===== src/rtl/uc_seq_pkg.sv =====
// Shared opcode constants, sequencer state codes and the control-word layout
// for the microcontroller control unit.
package uc_seq_pkg;

  localparam int unsigned OP_W    = 6;
  localparam int unsigned ALUOP_W = 3;

  localparam logic [OP_W-1:0] OP_J    = 6'b100000;
  localparam logic [OP_W-1:0] OP_JZ   = 6'b100001;
  localparam logic [OP_W-1:0] OP_JNZ  = 6'b100010;
  localparam logic [OP_W-1:0] OP_HALT = 6'b100011;
  localparam logic [OP_W-1:0] OP_NOP  = 6'b100100;

  localparam logic [ALUOP_W-1:0] ALU_LI = 3'b000;

  typedef enum logic [1:0] {
    ST_RUN  = 2'b00,
    ST_HALT = 2'b01,
    ST_TRAP = 2'b10
  } state_e;

  typedef struct packed {
    logic               s_inc;
    logic               s_inm;
    logic               we;
    logic               wez;
    logic [ALUOP_W-1:0] alu_op;
  } ctrl_t;

  // Safe word: hold PC on its jump target, no register or flag writes.
  localparam ctrl_t CTRL_IDLE = '{s_inc: 1'b0, s_inm: 1'b0, we: 1'b0, wez: 1'b0,
                                  alu_op: ALU_LI};

endpackage


===== src/rtl/uc_seq_decode.sv =====
// Combinational instruction decode: Opcode and zero flag to control word,
// plus HALT / illegal-opcode indications for the sequencer.
module uc_seq_decode
  import uc_seq_pkg::*;
(
  input  logic [OP_W-1:0] opcode,
  input  logic            zero,
  output ctrl_t           ctrl_c,
  output logic            is_halt_c,
  output logic            is_illegal_c
);

  always_comb begin
    ctrl_c       = CTRL_IDLE;
    is_halt_c    = 1'b0;
    is_illegal_c = 1'b0;
    if (!opcode[5]) begin
      // ALU class: LI takes the immediate and leaves the zero flag alone.
      ctrl_c.alu_op = opcode[4:2];
      ctrl_c.s_inc  = 1'b1;
      ctrl_c.we     = 1'b1;
      if (opcode[4:2] == ALU_LI) begin
        ctrl_c.s_inm = 1'b1;
      end else begin
        ctrl_c.wez = 1'b1;
      end
    end else begin
      case (opcode)
        OP_J:    ctrl_c.s_inc = 1'b0;
        OP_JZ:   ctrl_c.s_inc = ~zero;
        OP_JNZ:  ctrl_c.s_inc = zero;
        OP_HALT: is_halt_c    = 1'b1;
        OP_NOP:  ctrl_c.s_inc = 1'b1;
        default: is_illegal_c = 1'b1;
      endcase
    end
  end

endmodule


===== src/rtl/uc_seq.sv =====
// Control unit for the single-cycle datapath: decode plus a RUN/HALT/TRAP
// sequencer, resume handshake and saturating retired-instruction counter.
module uc_seq
  import uc_seq_pkg::*;
#(
  parameter int unsigned CNT_W = 16
) (
  input  logic               clk,
  input  logic               reset,
  input  logic [OP_W-1:0]    Opcode,
  input  logic               zero,
  input  logic               resume,
  output logic               s_inc,
  output logic               s_inm,
  output logic               we,
  output logic               wez,
  output logic [ALUOP_W-1:0] ALUOp,
  output logic               halted,
  output logic               trap,
  output logic [CNT_W-1:0]   icount
);

  state_e           state_q, state_d;
  logic [CNT_W-1:0] icount_q, icount_d;
  ctrl_t            dec_c;
  ctrl_t            ctrl_c;
  logic             is_halt_c;
  logic             is_illegal_c;

  uc_seq_decode u_decode (
    .opcode       (Opcode),
    .zero         (zero),
    .ctrl_c       (dec_c),
    .is_halt_c    (is_halt_c),
    .is_illegal_c (is_illegal_c)
  );

  always_comb begin
    state_d  = state_q;
    icount_d = icount_q;
    ctrl_c   = CTRL_IDLE;
    case (state_q)
      ST_RUN: begin
        ctrl_c = dec_c;
        if (icount_q != '1) begin
          icount_d = icount_q + CNT_W'(1);
        end
        // The trapping instruction must not commit anything.
        if (is_illegal_c) begin
          ctrl_c.s_inc = 1'b0;
          ctrl_c.we    = 1'b0;
          ctrl_c.wez   = 1'b0;
          state_d      = ST_TRAP;
        end else if (is_halt_c) begin
          state_d = ST_HALT;
        end
      end
      ST_HALT: begin
        if (resume) begin
          ctrl_c.s_inc = 1'b1;
          state_d      = ST_RUN;
        end
      end
      ST_TRAP: state_d = ST_TRAP;
      default: state_d = ST_RUN;
    endcase
    // Keep the datapath inert but stepping while reset is held.
    if (!reset) begin
      ctrl_c       = CTRL_IDLE;
      ctrl_c.s_inc = 1'b1;
    end
  end

  always_ff @(posedge clk or negedge reset) begin
    if (!reset) begin
      state_q  <= ST_RUN;
      icount_q <= '0;
    end else begin
      state_q  <= state_d;
      icount_q <= icount_d;
    end
  end

  assign s_inc  = ctrl_c.s_inc;
  assign s_inm  = ctrl_c.s_inm;
  assign we     = ctrl_c.we;
  assign wez    = ctrl_c.wez;
  assign ALUOp  = ctrl_c.alu_op;
  assign halted = (state_q == ST_HALT);
  assign trap   = (state_q == ST_TRAP);
  assign icount = icount_q;

endmodule


===== config.mk =====
export PLATFORM = sky130hd
export DESIGN_NAME = uc_seq
export DESIGN_NICKNAME = d
export VERILOG_FILES = /design/src/rtl/uc_seq_pkg.sv /design/src/rtl/uc_seq_decode.sv /design/src/rtl/uc_seq.sv
export SDC_FILE = /design/constraint.sdc
export NUM_CORES = 1
export LEC_CHECK = 0
export ABC_AREA = 1
export CAP_MARGIN = 10
export CORE_MARGIN = 2
export CORE_UTILIZATION = 43
export DETAILED_ROUTE_END_ITERATION = 8
export GPL_ROUTABILITY_DRIVEN = 0
export GPL_TIMING_DRIVEN = 0
export PLACE_DENSITY = 0.79
export SLEW_MARGIN = 25
export SYNTH_ARGS = -nofsm -noshare
export SYNTH_HDL_FRONTEND = slang
export SYNTH_HIERARCHICAL = 1
export SYNTH_SLANG_ARGS = --single-unit

===== constraint.sdc =====
create_clock -name clk -period 1.5 [get_ports clk]
set_input_delay 0.3 -clock clk [delete_from_list [all_inputs] [get_ports clk]]
set_output_delay 0.3 -clock clk [all_outputs]
set_load 0.01 [all_outputs]

==> flow_summary.toml, run 1 <==
[floorplan]
die_height_um = 59.5
core.rowCount = 20
dieArea_um2 = 3540
ios = 35
initial_core_util_pct = 44.4
die_w_um = 59.5
core_region_area_um2 = 2980

[pwr]
clkPwrFrac_pct = 24.6
leakage_nw = 1.17
power_density_nw_per_um2 = 586
p_seq_share_pct = 43.3
p_sw_w = 0.000391
peakVddDrop_mv = 0.535
internal_power_w = 0.000872
comb_power_share_pct = 32.1
p_sw_share_pct = 30.9

[layout]
final_cell_mix = "57 x nand2_1, 27 x buf_4, 23 x nor2_1, 21 x inv_1, 19 x nand2_2"
area_growth_pct = 63.0
stdcell_area_um2 = 2160
antenna_cells = 0
final_common_cell = "nand2_1"
drive_above_1_share_pct = 39.9
final_net_count = 288

[detailed_routing]
drt_iter0_markers = 77
num_vias = 1568
wl_per_cell_um = 13.0
ant_nets = 0
via_per_inst = 5.07
drt_pass1_iterations = 4
drc = 0
wl_um = 4000

[timing]
maxSlewViolCount = 0
fin_setup_tns_ns = -0.674
hold_viol = 0
clock.fmax_ghz = 0.615
worst_slack_ns = -0.126
fin_crit_ns = 1.63
clock-skew-final_ns = 0.00347
setup_viol = 17
period_share_pct = 108
tightest_slew_ns = 0.537
slew_headroom_pct = 64.2
rsz0062_at_grt = "true"

[outcome]
violations = "negative setup slack"
status = "finished with violations"

[yosys]
syn_area_per_cell_um2 = 6.36
seq_area_frac_synth_pct = 34.1
synth_cell_types = 22
syn_inst = 208
netlist_area_um2 = 1320
ys_warn_count = 6
synth_fp_nets = 219
synth_seq_cells = 18

[clock_network]
clock_sinks = 18
clockBufferDepth = 2
cts_root_buf = "clkbuf_4"
cts_tree = "yes"
h-tree-depth = 1
clkLatencyLatePin_ns = 0.30
clk_pin_slew_ns = 0.11
cts_inserted_buffers = 3

[setup_path]
crit_arrival_ns = 1.33
crit_type = "input pin to output pin"
crit_chain = "clkdlybuf4s15_1 -> inv_2 -> nor2_2 -> nand3_2 -> nand2_2 -> nor2_4 -> nor2_4 -> and3_4 -> buf_6"
crit_path_frequent_cell = "nor2_4"
slowest_stage = "clkdlybuf4s15_1"
crit_buf_inv = 3
startpoint_type = "input pin"
worst-path-max-fanout = 4
crit_required_ns = 1.20
path_delay_family = "simple AND/OR/NAND/NOR gates"
max_stage_delay_ns = 0.20
end_kind = "output pin"
rrSetupSlack_ns = -0.02

[global_route]
top_usage_layer = "met2"
antenna_found_initial = 0
grt_max_degree = 23
use_met3_pct = 4.37
grt_use_total_pct = 21.0
grt_util_met1_pct = 26.8
grtUsageMet2_pct = 35.2
grt_pass1_wl_um = 5760
grt_pass1_vias = 1401
grt_overflow = 0

[placement]
dpl-instance-area_um2 = 1700
io_buffers = 33
dp_hpwl_um = 2190

[hold_path]
hold_path_class = "input pin to asynchronous set/reset pin"

[job]
drv_cap = 0
==> cells by family (layout without fill, tap and decap cells) <==
logic type	count (synthesis)	count (layout)	synth area share [%]
xor+xnor	3	3	1.99
buf+inv	32	99	10.2
simple gates	150	151	50.9
compound gates	4	4	1.89
flops	18	18	34.1
fa+ha+maj	1	1	0.946
==> routing by layer <==
| layer | share of wire, % | routed length, um |
|---|---|---|
| met5 | 0 | 0 |
| met4 | 1.3 | 54 |
| met3 | 4.7 | 190 |
| met2 | 51 | 2050 |
| met1 | 43 | 1710 |
==> synthesized netlist by cell type, drive strengths merged <==
master | n | area share [%]
dfrtp | 18 | 34
nand4 | 8 | 3.8
and3 | 3 | 1.4
o31ai | 1 | 0.57
xnor2 | 2 | 1.3
nand3b | 3 | 1.7
nand3 | 13 | 5.3
o21ai | 2 | 0.76
nor3 | 2 | 0.76
nand2 | 81 | 25
nor2 | 40 | 13
inv | 30 | 8.5
buf | 2 | 1.7
ha | 1 | 0.95
o21bai | 1 | 0.57
xor2 | 1 | 0.66
==> repair_timing <==
action | 4_1_cts | 5_1_grt
buffers inserted | 25 | 5
hold buffers | 0 | 0
pin swaps | 11 | 28
resized for setup | 83 | 49
endpoints found under the setup margin | 40 | 30
gates cloned | 0 | 2
==> power groups by stage <==
| stage | Clock [W] | Combinational [W] | Sequential [W] |
|---|---|---|---|
| global route | 0.000337 | 0.000437 | 0.000549 |
| finish | 0.000311 | 0.000405 | 0.000546 |
| detailed placement | 0 | 0.000225 | 0.000575 |
| global placement | 0 | 0.000218 | 0.000572 |
| floorplan | 0 | 0.0000988 | 0.000581 |
| CTS | 0.000313 | 0.000362 | 0.000533 |
==> worst paths after layout <==
path,start,endpoint,cells past startpoint
worst max-delay path,Opcode[2],we,9
worst min-delay path,reset,state_q[1]$_DFFE_PN0P_,1
worst max register to register,icount[1]$_DFFE_PN0P_,icount[9]$_DFFE_PN0P_,11
worst min register to register,state_q[0]$_DFFE_PN0P_,state_q[1]$_DFFE_PN0P_,1
max in group asynchronous,reset,icount[11]$_DFFE_PN0P_,1
min in group clk,Opcode[1],state_q[0]$_DFFE_PN0P_,4
==> flip-flops by register name (all words and copies together) (netlist names) <==
signal,flops
icount,16
state_q,2
==> layout make-up <==
cell class / instances / area, um2
timing repair buffer: 63 / 552
sequential: 18 / 457
fill: 234 / 822
inverter: 30 / 120
clock buffer: 4 / 36.3
tap: 33 / 41.3
buffer: 2 / 26.3
multi-input combinational: 159 / 923
==> stage by stage <==
step                setup slack, ns  power (W)  hold WS [ns]  utilization, %  instances
finish                       -0.126    0.00126        0.0552            72.4        309
global route                 -0.207    0.00132        0.0750            72.4        309
CTS                          -0.105    0.00121        0.0667            65.3        303
detailed placement            -1.18   0.000800         0.457            56.9        274
global placement              -1.15   0.000791         0.445            56.9        274
floorplan                    0.0265   0.000679       0.00441               -        208
(Power assumes the default switching activity.)
==> run 2, diff against run 1 <==
Settings changed: MAX_ROUTING_LAYER set to met4.
==> flow_summary.toml, run 2 (same netlist as run 1, synthesis figures left out) <==
[layout]
final_common_cell = "nand2_1"
filler_cell_count = 234
stdcell_area_um2 = 2160
largest_register_ffs = 16
final_net_count = 288
area_growth_pct = 63.0
final_cell_mix = "57 x nand2_1, 27 x buf_4, 23 x nor2_1, 21 x inv_1, 19 x nand2_2"
drive_above_1_share_pct = 39.9
antenna_cells = 0
final_core_util_pct = 72.4

[timing]
period_share_pct = 109
worst_slack_ns = -0.132
hold_viol = 0
setup_viol = 10
tightest_slew_ns = 0.544
clock.fmax_ghz = 0.613
hold_ws_ns = 0.0569
clock-skew-final_ns = 0.00393
maxSlewViolCount = 0
slew_headroom_pct = 63.8
rsz0062_at_grt = "true"
fin_crit_ns = 1.63

[placement]
dpl-instance-area_um2 = 1700
dp_hpwl_um = 2190
io_buffers = 33

[setup_path]
end_kind = "output pin"
crit_arrival_ns = 1.33
crit_type = "input pin to output pin"
crit_required_ns = 1.20
startpoint_type = "input pin"
worst-path-max-fanout = 4
r2r_start = "icount[1]$_DFFE_PN0P_"
rrSetupSlack_ns = -0.01
crit_path_start = "Opcode[2]"

[pwr]
comb_power_share_pct = 32.0
p_sw_w = 0.000391
clkPwrFrac_pct = 24.7
leakage_nw = 1.17
internal_power_w = 0.000872
peakVddDrop_mv = 0.536
p_seq_share_pct = 43.2
power_density_nw_per_um2 = 586
p_sw_share_pct = 30.9

[clock_network]
clkLatencyLatePin_ns = 0.31
cts_tree = "yes"
ctsHoldBuffers = 0
cts_root_buf = "clkbuf_4"
cts_inserted_buffers = 3
clockBufferDepth = 2
clk_pin_slew_ns = 0.11
clock_sinks = 18
h-tree-depth = 1

[global_route]
grt_pass1_vias = 1401
grt_pass1_wl_um = 5760
grt_overflow = 0
grt_max_degree = 23
antenna_found_initial = 0
grt_use_total_pct = 21.6

[floorplan]
core_region_area_um2 = 2980
die_height_um = 59.5
die_w_um = 59.5
dieArea_um2 = 3540
initial_core_util_pct = 44.4
ios = 35
core.rowCount = 20

[hold_path]
hold_path_class = "input pin to asynchronous set/reset pin"

[detailed_routing]
drt_iter0_markers = 58
num_vias = 1576
wl_um = 4000
via_per_inst = 5.10
drt_pass1_iterations = 4
ant_nets = 0
drc = 0
wl_per_cell_um = 13.0

[outcome]
violations = "negative setup slack"
status = "finished with violations"

[job]
drv_cap = 0
[run 2: cell counts in the layout (fill, tap and decap cells not counted)]
Identical to the previous run, type by type.
[run 2: stage by stage]
| stage | instances | power, W | worst slack [ns] | TNS (ns) |
|---|---|---|---|---|
| 2_1_floorplan | 208 | 0.000679 | 0.0265 | 0 |
| 3_5_place_dp | 274 | 0.000800 | -1.18 | -8.87 |
| 3_3_place_gp | 274 | 0.000791 | -1.15 | -8.43 |
| 4_1_cts | 303 | 0.00121 | -0.105 | -0.525 |
| 5_1_grt | 309 | 0.00132 | -0.207 | -2.01 |
| 6_report | 309 | 0.00126 | -0.132 | -0.609 |
[run 2: power groups by stage]
| stage | logic (W) | registers [W] | clock network (W) |
|---|---|---|---|
| after floorplan | 0.0000988 | 0.000581 | 0 |
| after global placement | 0.000218 | 0.000572 | 0 |
| after detailed placement | 0.000225 | 0.000575 | 0 |
| after CTS | 0.000362 | 0.000533 | 0.000313 |
| after global routing | 0.000437 | 0.000549 | 0.000337 |
| final | 0.000405 | 0.000546 | 0.000312 |
[run 2: worst max-delay path, cell delays in order]
cell	delay (ns)
clkdlybuf4s15_1	0.20
inv_2	0.07
nor2_2	0.11
nand3_2	0.08
nand2_2	0.09
nor2_4	0.05
nor2_4	0.14
and3_4	0.19
buf_6	0.09
[run 2: layer usage]
| metal | global-route usage (%) | vias up | wire length (um) |
|---|---|---|---|
| met3 | 4.37 | 6 | 165 |
| met4 | 7.14 | 0 | 51 |
| met5 | - | - | 0 |
| met1 | 26.8 | 750 | 1750 |
| met2 | 35.2 | 42 | 2040 |
| li1 | - | 778 | - |
[run 2: cell type report]
type,instances,area [um2],area share (%)
repair buffers,63,552,25.6
clock buffers,4,36.3,1.68
plain buffers,2,26.3,1.22
inverters,30,120,5.57
multi-input cells,159,923,42.8
well taps,33,41.3,1.92
flip-flops and latches,18,457,21.2
[run 2: final timing paths]
| kind | to | cells after the start |
|---|---|---|
| setup / recovery | we | 9 |
| hold / removal | state_q[1]$_DFFE_PN0P_ | 1 |
| setup reg to reg | icount[8]$_DFFE_PN0P_ | 10 |
| hold reg to reg | state_q[1]$_DFFE_PN0P_ | 1 |
| max in group asynchronous | icount[11]$_DFFE_PN0P_ | 1 |
| min in group clk | state_q[0]$_DFFE_PN0P_ | 4 |
[run 2: timing repair]
action	CTS	global route
gates cloned	0	2
gates resized for setup	83	49
pin swaps	11	28
setup endpoints to repair	40	30
setup buffers	25	5
